==> src/rtl/traffic_light_ctrl_n_if.sv <==
// Request/indication bundle between an intersection controller and its environment.
// The master side raises requests and watches lights; the slave side is the controller.
interface traffic_light_ctrl_n_if #(
  parameter int N_DIR = 2
);
  logic               emerg_req;
  logic [1:0]         emerg_dir;
  logic               ped_req;
  logic [2*N_DIR-1:0] light;
  logic               walk;
  logic               buzzer;
  logic [1:0]         cur_dir;
  logic               emerg_active;

  modport master (
    output emerg_req, emerg_dir, ped_req,
    input  light, walk, buzzer, cur_dir, emerg_active
  );

  modport slave (
    input  emerg_req, emerg_dir, ped_req,
    output light, walk, buzzer, cur_dir, emerg_active
  );
endinterface

==> src/rtl/traffic_light_ctrl_n.sv <==
// Round-robin N-direction traffic light controller with pedestrian phase and emergency preemption.
// Optional feature macro: TLC_PED_REQ_EN (walk phase served only on a latched ped_req).
module traffic_light_ctrl_n #(
  parameter int N_DIR    = 2,
  parameter int T_GREEN  = 30,
  parameter int T_YELLOW = 5,
  parameter int T_ALLRED = 2,
  parameter int T_WALK   = 55,
  parameter int T_CLR    = 5,
  parameter int TW       = 7
) (
  input  logic                   clk,
  input  logic                   reset,
  traffic_light_ctrl_n_if.slave  bus
);

  typedef enum logic [2:0] {
    S_GREEN, S_YELLOW, S_ALLRED, S_WALK, S_WALK_CLR, S_EMERG
  } state_t;

  localparam logic [1:0] LT_GREEN  = 2'b00;
  localparam logic [1:0] LT_YELLOW = 2'b01;
  localparam logic [1:0] LT_RED    = 2'b10;

  localparam logic [TW-1:0] GREEN_LAST  = TW'(T_GREEN - 1);
  localparam logic [TW-1:0] YELLOW_LAST = TW'(T_YELLOW - 1);
  localparam logic [TW-1:0] ALLRED_LAST = TW'(T_ALLRED - 1);
  localparam logic [TW-1:0] WALK_LAST   = TW'(T_WALK - 1);
  localparam logic [TW-1:0] CLR_LAST    = TW'(T_CLR - 1);
  localparam logic [TW-1:0] TIMER_MAX   = '1;
  localparam logic [1:0]    LAST_DIR    = 2'(N_DIR - 1);
  localparam logic [2*N_DIR-1:0] LIGHT_RST = {{(N_DIR-1){LT_RED}}, LT_GREEN};

  state_t             state_reg, state_next;
  logic [1:0]         cur_dir_reg, cur_dir_next;
  logic [TW-1:0]      timer_reg, timer_next;
  logic [TW-1:0]      timer_last;
  logic               timer_done;
  logic               post_walk_reg, post_walk_next;
  logic               ped_pending;
  logic [1:0]         edir;
  logic [2*N_DIR-1:0] light_reg, light_next;
  logic               walk_reg, walk_next;
  logic               buzzer_reg, buzzer_next;
  logic               emerg_active_reg, emerg_active_next;

  // Out-of-range emergency directions fall back to direction 0.
  assign edir = (int'(bus.emerg_dir) < N_DIR) ? bus.emerg_dir : 2'd0;

`ifdef TLC_PED_REQ_EN
  logic ped_lat_reg, ped_lat_next;

  always_comb begin
    ped_lat_next = ped_lat_reg | bus.ped_req;
    if (state_next == S_WALK && state_reg != S_WALK)
      ped_lat_next = 1'b0;
  end

  always_ff @(posedge clk) begin
    if (reset) ped_lat_reg <= 1'b0;
    else       ped_lat_reg <= ped_lat_next;
  end

  assign ped_pending = ped_lat_reg;
`else
  logic unused_ped_req;
  assign unused_ped_req = bus.ped_req;
  assign ped_pending    = 1'b1;
`endif

  always_comb begin
    timer_last = TIMER_MAX;
    case (state_reg)
      S_GREEN:    timer_last = GREEN_LAST;
      S_YELLOW:   timer_last = YELLOW_LAST;
      S_ALLRED:   timer_last = ALLRED_LAST;
      S_WALK:     timer_last = WALK_LAST;
      S_WALK_CLR: timer_last = CLR_LAST;
      default:    timer_last = TIMER_MAX;
    endcase
  end

  assign timer_done = (timer_reg == timer_last);

  // Next-state logic.
  always_comb begin
    state_next     = state_reg;
    cur_dir_next   = cur_dir_reg;
    post_walk_next = post_walk_reg;
    case (state_reg)
      S_GREEN: begin
        if (bus.emerg_req)
          state_next = (cur_dir_reg == edir) ? S_EMERG : S_YELLOW;
        else if (timer_done)
          state_next = S_YELLOW;
      end
      S_YELLOW: begin
        if (timer_done) state_next = S_ALLRED;
      end
      S_ALLRED: begin
        if (timer_done) begin
          post_walk_next = 1'b0;
          if (bus.emerg_req) begin
            state_next   = S_EMERG;
            cur_dir_next = edir;
          end else if (post_walk_reg || (cur_dir_reg == LAST_DIR && !ped_pending)) begin
            state_next   = S_GREEN;
            cur_dir_next = 2'd0;
          end else if (cur_dir_reg == LAST_DIR) begin
            state_next   = S_WALK;
          end else begin
            state_next   = S_GREEN;
            cur_dir_next = cur_dir_reg + 2'd1;
          end
        end
      end
      S_WALK: begin
        if (bus.emerg_req || timer_done) state_next = S_WALK_CLR;
      end
      S_WALK_CLR: begin
        if (timer_done) begin
          if (bus.emerg_req) begin
            // Remember the walk was already served so a release during ALLRED resumes at GREEN(0).
            state_next     = S_ALLRED;
            post_walk_next = 1'b1;
          end else begin
            state_next   = S_GREEN;
            cur_dir_next = 2'd0;
          end
        end
      end
      S_EMERG: begin
        if (!bus.emerg_req || edir != cur_dir_reg) state_next = S_YELLOW;
      end
      default: begin
        state_next   = S_GREEN;
        cur_dir_next = 2'd0;
      end
    endcase

    if (state_next != state_reg || state_reg == S_EMERG)
      timer_next = '0;
    else if (timer_reg == TIMER_MAX)
      timer_next = timer_reg;
    else
      timer_next = timer_reg + 1'b1;
  end

  // Outputs are decoded from the upcoming state so the registered copy matches the state.
  always_comb begin
    walk_next         = (state_next == S_WALK) || (state_next == S_WALK_CLR);
    buzzer_next       = (state_next == S_WALK_CLR);
    emerg_active_next = (state_next == S_EMERG);
  end

  for (genvar gi = 0; gi < N_DIR; gi++) begin : g_light
    assign light_next[2*gi +: 2] =
      (cur_dir_next != 2'(gi))                             ? LT_RED    :
      (state_next == S_GREEN || state_next == S_EMERG)     ? LT_GREEN  :
      (state_next == S_YELLOW)                             ? LT_YELLOW : LT_RED;
  end

  always_ff @(posedge clk) begin
    if (reset) begin
      state_reg        <= S_GREEN;
      cur_dir_reg      <= 2'd0;
      timer_reg        <= '0;
      post_walk_reg    <= 1'b0;
      light_reg        <= LIGHT_RST;
      walk_reg         <= 1'b0;
      buzzer_reg       <= 1'b0;
      emerg_active_reg <= 1'b0;
    end else begin
      state_reg        <= state_next;
      cur_dir_reg      <= cur_dir_next;
      timer_reg        <= timer_next;
      post_walk_reg    <= post_walk_next;
      light_reg        <= light_next;
      walk_reg         <= walk_next;
      buzzer_reg       <= buzzer_next;
      emerg_active_reg <= emerg_active_next;
    end
  end

  assign bus.light        = light_reg;
  assign bus.walk         = walk_reg;
  assign bus.buzzer       = buzzer_reg;
  assign bus.cur_dir      = cur_dir_reg;
  assign bus.emerg_active = emerg_active_reg;

endmodule

==> src/flat_wrapper.sv <==
// flat-port wrapper written by rule: the top's interface ports become plain ports
module traffic_light_ctrl_n_flat 
#(
  parameter int N_DIR    = 2,
  parameter int T_GREEN  = 30,
  parameter int T_YELLOW = 5,
  parameter int T_ALLRED = 2,
  parameter int T_WALK   = 55,
  parameter int T_CLR    = 5,
  parameter int TW       = 7
)
  (clk, reset, bus_emerg_req, bus_emerg_dir, bus_ped_req, bus_light, bus_walk, bus_buzzer, bus_cur_dir, bus_emerg_active);
  traffic_light_ctrl_n_if #(.N_DIR(N_DIR)) bus_i ();
  input  logic clk;
  input  logic reset;
  input wire logic [$bits(bus_i.emerg_req)-1:0] bus_emerg_req;
  input wire logic [$bits(bus_i.emerg_dir)-1:0] bus_emerg_dir;
  input wire logic [$bits(bus_i.ped_req)-1:0] bus_ped_req;
  output wire logic [$bits(bus_i.light)-1:0] bus_light;
  output wire logic [$bits(bus_i.walk)-1:0] bus_walk;
  output wire logic [$bits(bus_i.buzzer)-1:0] bus_buzzer;
  output wire logic [$bits(bus_i.cur_dir)-1:0] bus_cur_dir;
  output wire logic [$bits(bus_i.emerg_active)-1:0] bus_emerg_active;
  assign bus_i.emerg_req = bus_emerg_req;
  assign bus_i.emerg_dir = bus_emerg_dir;
  assign bus_i.ped_req = bus_ped_req;
  assign bus_light = bus_i.light;
  assign bus_walk = bus_i.walk;
  assign bus_buzzer = bus_i.buzzer;
  assign bus_cur_dir = bus_i.cur_dir;
  assign bus_emerg_active = bus_i.emerg_active;
  traffic_light_ctrl_n #(.N_DIR(N_DIR), .T_GREEN(T_GREEN), .T_YELLOW(T_YELLOW), .T_ALLRED(T_ALLRED), .T_WALK(T_WALK), .T_CLR(T_CLR), .TW(TW)) u_core (.clk(clk), .reset(reset), .bus(bus_i));
endmodule
==> config.mk <==
export PLATFORM = sky130hd
export DESIGN_NAME = traffic_light_ctrl_n_flat
export DESIGN_NICKNAME = d
export VERILOG_FILES = /design/src/rtl/traffic_light_ctrl_n_if.sv /design/src/rtl/traffic_light_ctrl_n.sv /design/src/flat_wrapper.sv
export SDC_FILE = /design/constraint.sdc
export NUM_CORES = 1
export LEC_CHECK = 0
export ABC_AREA = 1
export CAP_MARGIN = 20
export CORE_MARGIN = 4
export CORE_UTILIZATION = 39
export DETAILED_ROUTE_END_ITERATION = 16
export PLACE_DENSITY_LB_ADDON = 0.12
export SYNTH_ARGS = -nofsm -noshare
export SYNTH_HDL_FRONTEND = slang
export SYNTH_SLANG_ARGS = --single-unit
export TNS_END_PERCENT = 50
==> constraint.sdc <==
create_clock -name clk -period 2.5 [get_ports clk]
set_input_delay 0.5 -clock clk [delete_from_list [all_inputs] [get_ports clk]]
set_output_delay 0.5 -clock clk [all_outputs]
set_load 0.02 [all_outputs]
==> results of run 1 <==
==> cell type report <==
cell class / count / share of cell area
clock buffer: 3 / 0.0153
inverter: 29 / 0.0754
multi-input combinational: 139 / 0.500
sequential: 20 / 0.274
tap: 44 / 0.0373
timing repair buffer: 15 / 0.0983
==> routing by layer <==
layer,global-route usage,vias to the layer above,share of wire
met1,0.197,568,0.48
met5,0,-,0
met2,0.226,37,0.45
met4,0.0449,0,0.014
li1,-,651,-
met3,0.0173,5,0.062
==> placed cells by master, fill, tap and decap left out, drive strengths merged <==
cell,instances
nand2,55
inv,28
nor2,22
dfxtp,20
nand3,17
clkdlybuf4s50,13
nor3,9
nand4,8
a21oi,6
xor2,5
clkbuf,3
o21ai,3
o211ai,2
nor4,2
buf,2
nand3b,1
clkinv,1
a21boi,1
o31ai,1
a2bb2oi,1
or2,1
a211oi,1
and3,1
o21bai,1
mux2i,1
ha,1
==> cell families after synthesis <==
family                     synth area share
AOI/OAI and AO/OA                    0.0812
and+or+nand+nor                       0.449
DFF                                   0.317
buffers and inverters                 0.101
muxes                               0.00792
xor gates and xnor gates             0.0347
adders and majority gates           0.00990
==> power groups by stage <==
stage	Sequential (mW)	Combinational (mW)	Clock, mW
4_1_cts	0.355	0.217	0.152
3_5_place_dp	0.362	0.216	0
3_3_place_gp	0.362	0.215	0
5_1_grt	0.361	0.250	0.163
6_report	0.357	0.219	0.147
2_1_floorplan	0.371	0.147	0
==> path summary, 6_finish.rpt <==
check,startpoint,end,slack (ns),cells past startpoint
setup reg to reg,u_core.state_reg[1],u_core.timer_reg[5],0.35,13
setup / recovery,u_core.state_reg[1],u_core.timer_reg[5],0.35,13
hold reg to reg,u_core.post_walk_reg,u_core.post_walk_reg,0.52,2
hold / removal,u_core.post_walk_reg,u_core.post_walk_reg,0.52,2
==> critical path, delay by kind of cell (launching register included) <==
family,cells,cell delay [ns]
AOI/OAI and AO/OA,1,0.28
DFF,1,0.39
and+or+nand+nor,12,1.40
==> repair_timing <==
action                                  in CTS  in global routing
hold buffers                                 0                  0
gates resized for setup                      0                  5
endpoints found under the setup margin       0                 12
buffers inserted                             0                  0
==> impl_metrics.prom, run 1 <==
# TYPE chip_impl_metric gauge
chip_impl_metric{name="fmax",unit="GHz"} 0.464
chip_impl_metric{name="finalCoreUtilization",unit=""} 0.480
chip_impl_info{name="worst_path_max_delay_cell",value="sky130_fd_sc_hd__dfxtp_2"} 1
chip_impl_metric{name="numClockSinks",unit=""} 20
chip_impl_metric{name="synthArstFlopShare",unit=""} 0
chip_impl_metric{name="cp_data_arrival_time",unit="ns"} 2.38
chip_impl_metric{name="h_tree_depth",unit=""} 1
chip_impl_metric{name="post-route-worst-setup-slack",unit="ns"} 0.345
chip_impl_info{name="synthTopCellsByCount",value="sky130_fd_sc_hd__nand2_1 (53), sky130_fd_sc_hd__inv_1 (26), sky130_fd_sc_hd__dfxtp_1 (20), sky130_fd_sc_hd__nor2_1 (16), sky130_fd_sc_hd__nand3_1 (12)"} 1
chip_impl_metric{name="power_switching_share",unit=""} 0.344
chip_impl_metric{name="post-route-drc-count",unit=""} 0
chip_impl_metric{name="cts_buffers",unit=""} 3
chip_impl_metric{name="die_width",unit="µm"} 64.9
chip_impl_metric{name="worst_vdd_rail_ir_drop",unit="mV"} 0.350
chip_impl_info{name="startpoint_type",value="register"} 1
chip_impl_metric{name="grt_max_degree",unit=""} 12
chip_impl_metric{name="cellPowerDensity",unit="mW/mm²"} 490
chip_impl_metric{name="dp_cells",unit=""} 247
chip_impl_metric{name="power.static_leakage",unit="nW"} 0.666
chip_impl_metric{name="core_area",unit="mm²"} 0.00308
chip_impl_info{name="synth_flop_cell",value="sky130_fd_sc_hd__dfxtp_1"} 1
chip_impl_metric{name="grt_total_ovfl",unit=""} 0
chip_impl_metric{name="design_area",unit="mm²"} 0.00148
chip_impl_metric{name="wl_per_cell",unit="µm"} 11.2
chip_impl_info{name="worst-setup-path-type",value="register to register"} 1
chip_impl_metric{name="die_area",unit="mm²"} 0.00422
chip_impl_metric{name="finalSetupTns",unit="ns"} 0
chip_impl_metric{name="drt-total-wl",unit="µm"} 2810
chip_impl_metric{name="first_global_vias",unit=""} 1171
chip_impl_metric{name="setup-violations-final",unit=""} 0
chip_impl_metric{name="post-route-min-period",unit="ns"} 2.15
chip_impl_metric{name="largest_register_ffs",unit=""} 7
chip_impl_metric{name="avgSynthCellArea",unit="µm²"} 6.62
chip_impl_info{name="status",value="complete, no violations"} 1
chip_impl_metric{name="floorplan.initialDensity",unit=""} 0.411
chip_impl_metric{name="slew_headroom",unit=""} 0.773
chip_impl_info{name="timing.critical_path.to_type",value="register"} 1
chip_impl_metric{name="netlist.area_leader.share",unit=""} 0.317
chip_impl_metric{name="drt_pre_antenna_iters",unit=""} 5
chip_impl_metric{name="port-buffer-count",unit=""} 13
chip_impl_metric{name="share_comb_of_total_power",unit=""} 0.303
chip_impl_metric{name="hold_viol_final",unit=""} 0
chip_impl_metric{name="diodes",unit=""} 0
chip_impl_metric{name="final_nets",unit=""} 215
chip_impl_info{name="setup_repair_after_global_routing_missed_its_margin",value="no"} 1
chip_impl_metric{name="num-fill-cells",unit=""} 314
chip_impl_metric{name="ys_seq_elements",unit=""} 20
chip_impl_metric{name="mappedNetlistNets",unit=""} 198
chip_impl_metric{name="cts.path.max_buffers",unit=""} 2
chip_impl_metric{name="p_clk_frac",unit=""} 0.203
chip_impl_info{name="synth_area_leader_cell",value="sky130_fd_sc_hd__dfxtp_1"} 1
chip_impl_info{name="yosysMostFrequentCell",value="sky130_fd_sc_hd__nand2_1"} 1
chip_impl_info{name="crit_path_cell_trace",value="o21ai_2 -> nand2_1 -> nand2_1 -> nand3_1 -> nor2_4 -> nand2_4 -> nand2_1 -> nand2_1 -> nor2_2 -> nand3_1 -> nand2_1 -> nand3_2 -> nor3_1"} 1
chip_impl_metric{name="first_pass_grt_wire_length",unit="µm"} 4890
chip_impl_metric{name="total_power",unit="mW"} 0.723
chip_impl_metric{name="p_sw",unit="mW"} 0.249
chip_impl_metric{name="syn-instance-count",unit=""} 191
chip_impl_metric{name="worstSkewPairLatency",unit="ns"} 0.29
chip_impl_metric{name="hold_slack",unit="ns"} 0.517
chip_impl_metric{name="finClkSkew",unit="ns"} 0.00349
chip_impl_metric{name="fraction_of_final_layout_cells_sized_beyond_drive_strength_1",unit=""} 0.126
chip_impl_info{name="tritoncts_clock_tree",value="done"} 1
chip_impl_metric{name="critPathRequiredTime",unit="ns"} 2.72
chip_impl_metric{name="grt_antenna_before_repair",unit=""} 0
chip_impl_metric{name="clk_transition_reported_paths",unit="ns"} 0.10
chip_impl_metric{name="via_count",unit=""} 1261
chip_impl_metric{name="drtIter0Drc",unit=""} 80
chip_impl_info{name="yosys-top-cells-area",value="sky130_fd_sc_hd__dfxtp_1 (32%), sky130_fd_sc_hd__nand2_1 (16%), sky130_fd_sc_hd__inv_1 (7.7%), sky130_fd_sc_hd__nand3_1 (4.8%), sky130_fd_sc_hd__nor2_1 (4.8%)"} 1
chip_impl_metric{name="maxSlewViolCount",unit=""} 0
chip_impl_metric{name="number_of_max_capacitance_violations_reported",unit=""} 0
chip_impl_metric{name="instances_no_fill",unit=""} 250
chip_impl_metric{name="routability_congestion_estimate_from_global_placement",unit=""} 0.824
chip_impl_metric{name="design.portCount",unit=""} 15
chip_impl_metric{name="pre_cts_ws",unit="ns"} 0.253
chip_impl_metric{name="final-seq-area",unit="µm²"} 404
chip_impl_metric{name="post_synth_instance_area",unit="mm²"} 0.00126
chip_impl_metric{name="number_of_flops_mapped_to_enable_cells_by_yosys",unit=""} 0
chip_impl_metric{name="areaGrowthSynthToFinish",unit="%"} 16.8
chip_impl_info{name="cts_root_buffer",value="sky130_fd_sc_hd__clkbuf_4"} 1
chip_impl_metric{name="path_max_fanout",unit=""} 9
chip_impl_info{name="worst_path_most_repeated_cell",value="sky130_fd_sc_hd__nand2_1"} 1
chip_impl_metric{name="tightest_slew",unit="ns"} 0.337
chip_impl_metric{name="antenna_violating_nets_post_route",unit=""} 0
chip_impl_metric{name="timing.critical_path.slowest_cell_delay",unit="ns"} 0.39
chip_impl_metric{name="via_per_inst",unit=""} 5.04
chip_impl_metric{name="dp_hpwl",unit="µm"} 2200
chip_impl_metric{name="synth.distinct_cells",unit=""} 32
chip_impl_metric{name="post-route-period-util",unit=""} 0.862
chip_impl_metric{name="die_height",unit="µm"} 64.9
chip_impl_metric{name="post_dp_cell_area",unit="mm²"} 0.00145
chip_impl_metric{name="std_cell_rows",unit=""} 20
chip_impl_metric{name="internal_power",unit="mW"} 0.474
chip_impl_info{name="min-delay-path-class",value="register to register"} 1
chip_impl_metric{name="ys_warnings",unit=""} 0
chip_impl_metric{name="share_seq_of_total_power",unit=""} 0.494
chip_impl_metric{name="multiInputGateArea",unit="µm²"} 738
chip_impl_metric{name="seq_area_frac_synth",unit=""} 0.317
chip_impl_metric{name="track_usage",unit=""} 0.142
(Power assumes the default switching activity.)
==> run 2, diff against run 1 <==
CORE_UTILIZATION = 36   (was 39)
MAX_ROUTING_LAYER = met4   (was default)
==> run 2 against run 1 <==
  * Worst hold slack about the same
  * Fmax decreased by 4.2%
  * Count of clock-buffer cells in the layout unchanged
  * Critical path depth increased by 1
  * Wire length rose by 1.2%
  * Sequential share of layout area about the same
  * Non-clock buffer count is 1 lower
  * Worst setup slack worse by 0.095 ns
  * First-iteration DRC count is 7.5% lower
  * Sequential power hardly changed
  * Die area is 7.3% higher
==> impl_metrics.prom, run 2 (same netlist as run 1, synthesis figures left out) <==
# TYPE chip_impl_metric gauge
chip_impl_metric{name="core_area",unit="mm²"} 0.00336
chip_impl_metric{name="maxSlewViolCount",unit=""} 0
chip_impl_metric{name="power.static_leakage",unit="nW"} 0.661
chip_impl_metric{name="met2_wirelength",unit="µm"} 1250
chip_impl_metric{name="port-buffer-count",unit=""} 13
chip_impl_metric{name="first_global_vias",unit=""} 1157
chip_impl_metric{name="drtIter0Drc",unit=""} 74
chip_impl_metric{name="p_sw",unit="mW"} 0.245
chip_impl_metric{name="final_nets",unit=""} 214
chip_impl_metric{name="die_height",unit="µm"} 67.2
chip_impl_metric{name="via_count",unit=""} 1227
chip_impl_metric{name="post-route-period-util",unit=""} 0.900
chip_impl_metric{name="num-fill-cells",unit=""} 396
chip_impl_info{name="r2r-start",value="u_core.state_reg[2]"} 1
chip_impl_metric{name="wl_per_cell",unit="µm"} 11.3
chip_impl_metric{name="fmax",unit="GHz"} 0.445
chip_impl_metric{name="die_area",unit="mm²"} 0.00452
chip_impl_metric{name="drt_pre_antenna_iters",unit=""} 4
chip_impl_metric{name="drt-total-wl",unit="µm"} 2840
chip_impl_metric{name="first_pass_grt_wire_length",unit="µm"} 4970
chip_impl_metric{name="p_clk_frac",unit=""} 0.198
chip_impl_info{name="tritoncts_clock_tree",value="done"} 1
chip_impl_metric{name="cellPowerDensity",unit="mW/mm²"} 487
chip_impl_metric{name="dp_hpwl",unit="µm"} 2270
chip_impl_info{name="timing.critical_path.to_type",value="register"} 1
chip_impl_metric{name="diodes",unit=""} 0
chip_impl_info{name="crit_end",value="u_core.timer_reg[5]"} 1
chip_impl_metric{name="slew_headroom",unit=""} 0.717
chip_impl_metric{name="total_power",unit="mW"} 0.717
chip_impl_info{name="most_common_cell_after_layout_fill_and_taps_aside",value="sky130_fd_sc_hd__nand2_1"} 1
chip_impl_metric{name="multiInputGateArea",unit="µm²"} 741
chip_impl_metric{name="antenna_violating_nets_post_route",unit=""} 0
chip_impl_metric{name="floorplan.initialDensity",unit=""} 0.376
chip_impl_metric{name="clk_transition_reported_paths",unit="ns"} 0.10
chip_impl_metric{name="tightest_slew",unit="ns"} 0.421
chip_impl_metric{name="routability_congestion_estimate_from_global_placement",unit=""} 0.850
chip_impl_metric{name="cts_buffers",unit=""} 3
chip_impl_metric{name="number_of_max_capacitance_violations_reported",unit=""} 0
chip_impl_metric{name="critPathRequiredTime",unit="ns"} 2.71
chip_impl_metric{name="h_tree_depth",unit=""} 1
chip_impl_info{name="worst_path_most_repeated_cell",value="sky130_fd_sc_hd__nand2_1"} 1
chip_impl_metric{name="wl_met3",unit="µm"} 67
chip_impl_metric{name="track_usage",unit=""} 0.144
chip_impl_metric{name="hold_viol_final",unit=""} 0
chip_impl_metric{name="via_per_inst",unit=""} 4.89
chip_impl_metric{name="internal_power",unit="mW"} 0.472
chip_impl_info{name="status",value="complete, no violations"} 1
chip_impl_metric{name="r2r_cells",unit=""} 14
chip_impl_metric{name="routedLengthMet1",unit="µm"} 1500
chip_impl_metric{name="worstSkewPairLatency",unit="ns"} 0.28
chip_impl_metric{name="finClkSkew",unit="ns"} 0.00212
chip_impl_metric{name="design.portCount",unit=""} 15
chip_impl_metric{name="std_cell_rows",unit=""} 21
chip_impl_metric{name="setup-violations-final",unit=""} 0
chip_impl_metric{name="largest_register_ffs",unit=""} 7
chip_impl_metric{name="post-route-min-period",unit="ns"} 2.25
chip_impl_metric{name="cts.path.max_buffers",unit=""} 2
chip_impl_metric{name="cp_data_arrival_time",unit="ns"} 2.46
chip_impl_metric{name="numClockSinks",unit=""} 20
chip_impl_info{name="worst_reg2reg_endpoint",value="u_core.timer_reg[5]"} 1
chip_impl_metric{name="regToRegSetupSlack",unit="ns"} 0.25
chip_impl_info{name="worst_path_max_delay_cell",value="sky130_fd_sc_hd__dfxtp_1"} 1
chip_impl_metric{name="post-route-drc-count",unit=""} 0
chip_impl_metric{name="grt_max_degree",unit=""} 12
chip_impl_metric{name="power_switching_share",unit=""} 0.342
chip_impl_metric{name="grt_total_ovfl",unit=""} 0
chip_impl_metric{name="worst_vdd_rail_ir_drop",unit="mV"} 0.327
chip_impl_metric{name="share_comb_of_total_power",unit=""} 0.306
chip_impl_info{name="maxUsedRoutingLayer",value="met4"} 1
chip_impl_metric{name="grt_antenna_before_repair",unit=""} 0
chip_impl_metric{name="path_max_fanout",unit=""} 11
chip_impl_metric{name="fraction_of_final_layout_cells_sized_beyond_drive_strength_1",unit=""} 0.117
chip_impl_info{name="worst-setup-path-type",value="register to register"} 1
chip_impl_metric{name="finalSetupTns",unit="ns"} 0
chip_impl_metric{name="share_seq_of_total_power",unit=""} 0.496
chip_impl_info{name="cts_root_buffer",value="sky130_fd_sc_hd__clkbuf_4"} 1
chip_impl_metric{name="areaGrowthSynthToFinish",unit="%"} 16.5
chip_impl_metric{name="post_cts_hold_buffer_count",unit=""} 0
chip_impl_metric{name="die_width",unit="µm"} 67.2
chip_impl_info{name="startpoint_type",value="register"} 1
chip_impl_info{name="crit_path_cell_trace",value="inv_4 -> nand3_2 -> nand2_1 -> nand2_1 -> nand3_1 -> nor2_4 -> nand2_4 -> nand2_1 -> nand2_1 -> nor2_2 -> nand3_1 -> nand2_1 -> nand3_2 -> nor3_1"} 1
chip_impl_info{name="layout.cells.most_common_list",value="sky130_fd_sc_hd__nand2_1 (53), sky130_fd_sc_hd__inv_1 (26), sky130_fd_sc_hd__dfxtp_1 (18)"} 1
chip_impl_info{name="setup_repair_after_global_routing_missed_its_margin",value="no"} 1
chip_impl_metric{name="final-seq-area",unit="µm²"} 403
chip_impl_info{name="launching_element_of_the_worst_setup_path",value="u_core.state_reg[2]"} 1
chip_impl_info{name="min-delay-path-class",value="register to register"} 1
chip_impl_metric{name="timing.critical_path.slowest_cell_delay",unit="ns"} 0.48
==> run 2: through the flow <==
| stage | utilization | hold WS, ns | instance area, µm² | std cells | setup slack (ns) |
|---|---|---|---|---|---|
| 2_1_floorplan | - | 0.471 | 1260 | 191 | 0.589 |
| 3_3_place_gp | 0.428 | 0.499 | 1440 | 248 | 0.211 |
| 3_5_place_dp | 0.428 | 0.498 | 1440 | 248 | 0.169 |
| 4_1_cts | 0.435 | 0.519 | 1460 | 251 | 0.196 |
| 5_1_grt | 0.438 | 0.561 | 1470 | 251 | 0.0272 |
| 6_report | 0.438 | 0.516 | 1470 | 251 | 0.251 |
==> run 2: area by class of cell <==
class / count / share of cell area
clock buffer: 3 / 0.0153
timing repair buffer: 14 / 0.0935
inverter: 29 / 0.0756
tap: 46 / 0.0391
sequential: 20 / 0.274
multi-input combinational: 139 / 0.503
==> run 2: worst min-delay path by stage <==
stage,endpoint,cells after the start,startpoint
detailed placement,u_core.post_walk_reg,2,u_core.post_walk_reg
floorplan,u_core.post_walk_reg,2,u_core.post_walk_reg
CTS,u_core.post_walk_reg,2,u_core.post_walk_reg
global placement,u_core.post_walk_reg,2,u_core.post_walk_reg
global route,u_core.post_walk_reg,2,u_core.post_walk_reg
finish,u_core.post_walk_reg,2,u_core.post_walk_reg
==> run 2: timing repair <==
item                       4_1_cts  5_1_grt
buffers inserted                 0        0
gates resized for setup          0        4
setup endpoints to repair        0       11
hold endpoints to repair         0        0
==> run 2: power groups by stage <==
stage	Clock (mW)	Sequential [mW]	Combinational [mW]
floorplan	0	0.371	0.147
global placement	0	0.362	0.215
detailed placement	0	0.362	0.216
CTS	0.149	0.355	0.217
global route	0.167	0.359	0.250
finish	0.142	0.356	0.219
==> run 2: critical path: cells and delay by family, from the launching register on <==
kind                   cells  cell delay, ns
and+or+nand+nor           13            1.57
buffers and inverters      1            0.12
DFF                        1            0.48
==> run 2: routing by layer <==
metal	GRT usage	vias up
li1	-	651
met1	0.198	550
met2	0.223	24
met3	0.00998	2
met4	0.0506	0
met5	-	-
==> variant (settings of run 2) <==
Re-encode `state_t` (6 states) as one-hot, 6 bits wide.
--- a/src/rtl/traffic_light_ctrl_n.sv
+++ b/src/rtl/traffic_light_ctrl_n.sv
@@ -16,4 +16,4 @@
 
-  typedef enum logic [2:0] {
-    S_GREEN, S_YELLOW, S_ALLRED, S_WALK, S_WALK_CLR, S_EMERG
+  typedef enum logic [5:0] {
+    S_GREEN = 6'b000001, S_YELLOW = 6'b000010, S_ALLRED = 6'b000100, S_WALK = 6'b001000, S_WALK_CLR = 6'b010000, S_EMERG = 6'b100000
   } state_t;
Check against the original RTL: same outputs for any inputs over 10 cycles, from zero or initial values and one cycle with reset high; not proved beyond that.
==> variant against run 2 <==
  * Area after synthesis rose by 25%
  * Critical endpoint is now u_core.timer_reg[3]
  * Sequential cell count up 3
  * Sequential power rose by 15%
  * Sequential share of layout area down 3.1 points
  * Core utilization is 3.7 points higher
  * Largest power group unchanged
  * Design area increased by 33%
  * Count of clock-buffer cells in the layout increased by 1
  * Worst hold slack improved by 0.0045 ns
  * Clock power up 72%
  * Setup slack got worse by 0.030 ns
  * Total power grew 45%
  * Wire length up 27%
==> variant: results (changes against run 2) <==
[power_and_ir_drop]
p_seq_frac = 0.393  ; -0.103
p_leak_nw = 0.8513  ; +29%
clkPwrFrac = 0.234  ; +0.036
p_sw_frac = 0.3793  ; +0.03709
irDropWorstVdd_mv = 0.2168  ; -34%
p_seq_uw = 410  ; +15%

[place]
hpwl_mm = 2.835  ; +25%
place_congestion = 0.8261  ; -2.8%
dp_cells = 288  ; +16%
place_ws_ns = 0.09876  ; -0.07072 ns
post_dp_cell_area_mm2 = 0.001795  ; +25%

[logic_synthesis]
synth_nets = 229  ; +16%
netlist_instances = 222  ; +16%
yosysSeqAreaShare = 0.2921  ; -0.02477
synth_common_cells = nand2_1 (39), inv_1 (32), dfxtp_1 (23)
synth_area_leaders = dfxtp_1 (29%), nand2_1 (9.3%), inv_1 (7.6%)

[global_route]
antenna_found_initial = 0  ; unchanged
grt_util_met3 = 0.02432  ; +0.01434
use_met2 = 0.2146  ; -0.008746
grt_pass1_vias = 1332  ; +15%
grt_pass1_wl_mm = 6.023  ; +21%
grt.met1_usage = 0.2033  ; +0.004890

[cts]
root_buffer = clkbuf_8
clock-sinks = 23  ; +15%
clkTransAtPathRegs_ns = 0.08  ; -0.02 ns

[routing]
route.met3.wl_um = 117  ; +75%
avgViaCountPerCell = 4.830  ; -1.2%
drtIter0Drc = 77  ; +4.1%
met2_length_mm = 1.568  ; +25%
wl_mm = 3.616  ; +27%
m1WireLength_mm = 1.871  ; +25%

[critical_path]
cpPeakStageDelay_ns = 0.41  ; -0.07 ns
worstPathMaxFanout = 7  ; -4
worstPathArrival_ns = 2.50  ; +0.04 ns
crit_path_top_delay_cell = dfxtp_2
r2r_end = u_core.timer_reg[3]
r2r-start = u_core.state_reg[0]
reg2reg_slack_ns = 0.22  ; -0.03 ns

[layout]
drive_gt1_frac = 0.2880  ; +0.1709
seq-cell-share = 0.2422  ; -0.03142
fill_cells = 442  ; +12%
comb.multi_input.count = 159  ; +14%
inv_count = 39  ; +34%
synthToLayoutAreaGrowth_pct = 23.89
clock_area_frac = 0.02306  ; +0.007769
buf_share = 0.1192  ; +0.02570
nNetsFinal = 258  ; +21%
n_all_buffers = 25  ; +11
fin_cells = 300  ; +20%

[sta]
slew_headroom = 0.6809  ; -0.03607
post-route-period-util = 0.9118  ; +0.01203
clock_skew_ns = 0.003972  ; +0.001847 ns
whs_ns = 0.5207  ; +0.004516 ns

[outcome]
outcome = finished, final reports clean

[die]
tap_cells = 50  ; +8.7%

-- variant: cell count changes in the layout (fill, tap and decap cells not counted), sizes merged, moves of 3 or more --
cell / change
nor2: +14
nor3: -5
buf: +11
nand2: -7
nand4: -4
dfxtp: +3
a21oi: +3
o21ai: +7
nand3: +14
inv: +10
-- variant: worst reg2reg max path, delay by kind of cell (launching register included) --
| kind | cells | cell delay [ns] |
|---|---|---|
| AO/OA/AOI/OAI | 1 | 0.15 |
| AND/OR/NAND/NOR | 11 | 1.37 |
| buffers and inverters | 2 | 0.14 |
| XOR/XNOR | 1 | 0.16 |
| flip-flops | 1 | 0.41 |
-- variant: logic make-up (layout without fill, tap and decap cells) --
logic type	after synthesis	in the layout	synth area share
simple gates	126	126	0.4603
buf+inv	40	68	0.09841
compound gates	25	25	0.09763
flops	23	23	0.2921
xor+xnor	7	7	0.04365
fa+ha+maj	1	1	0.007935
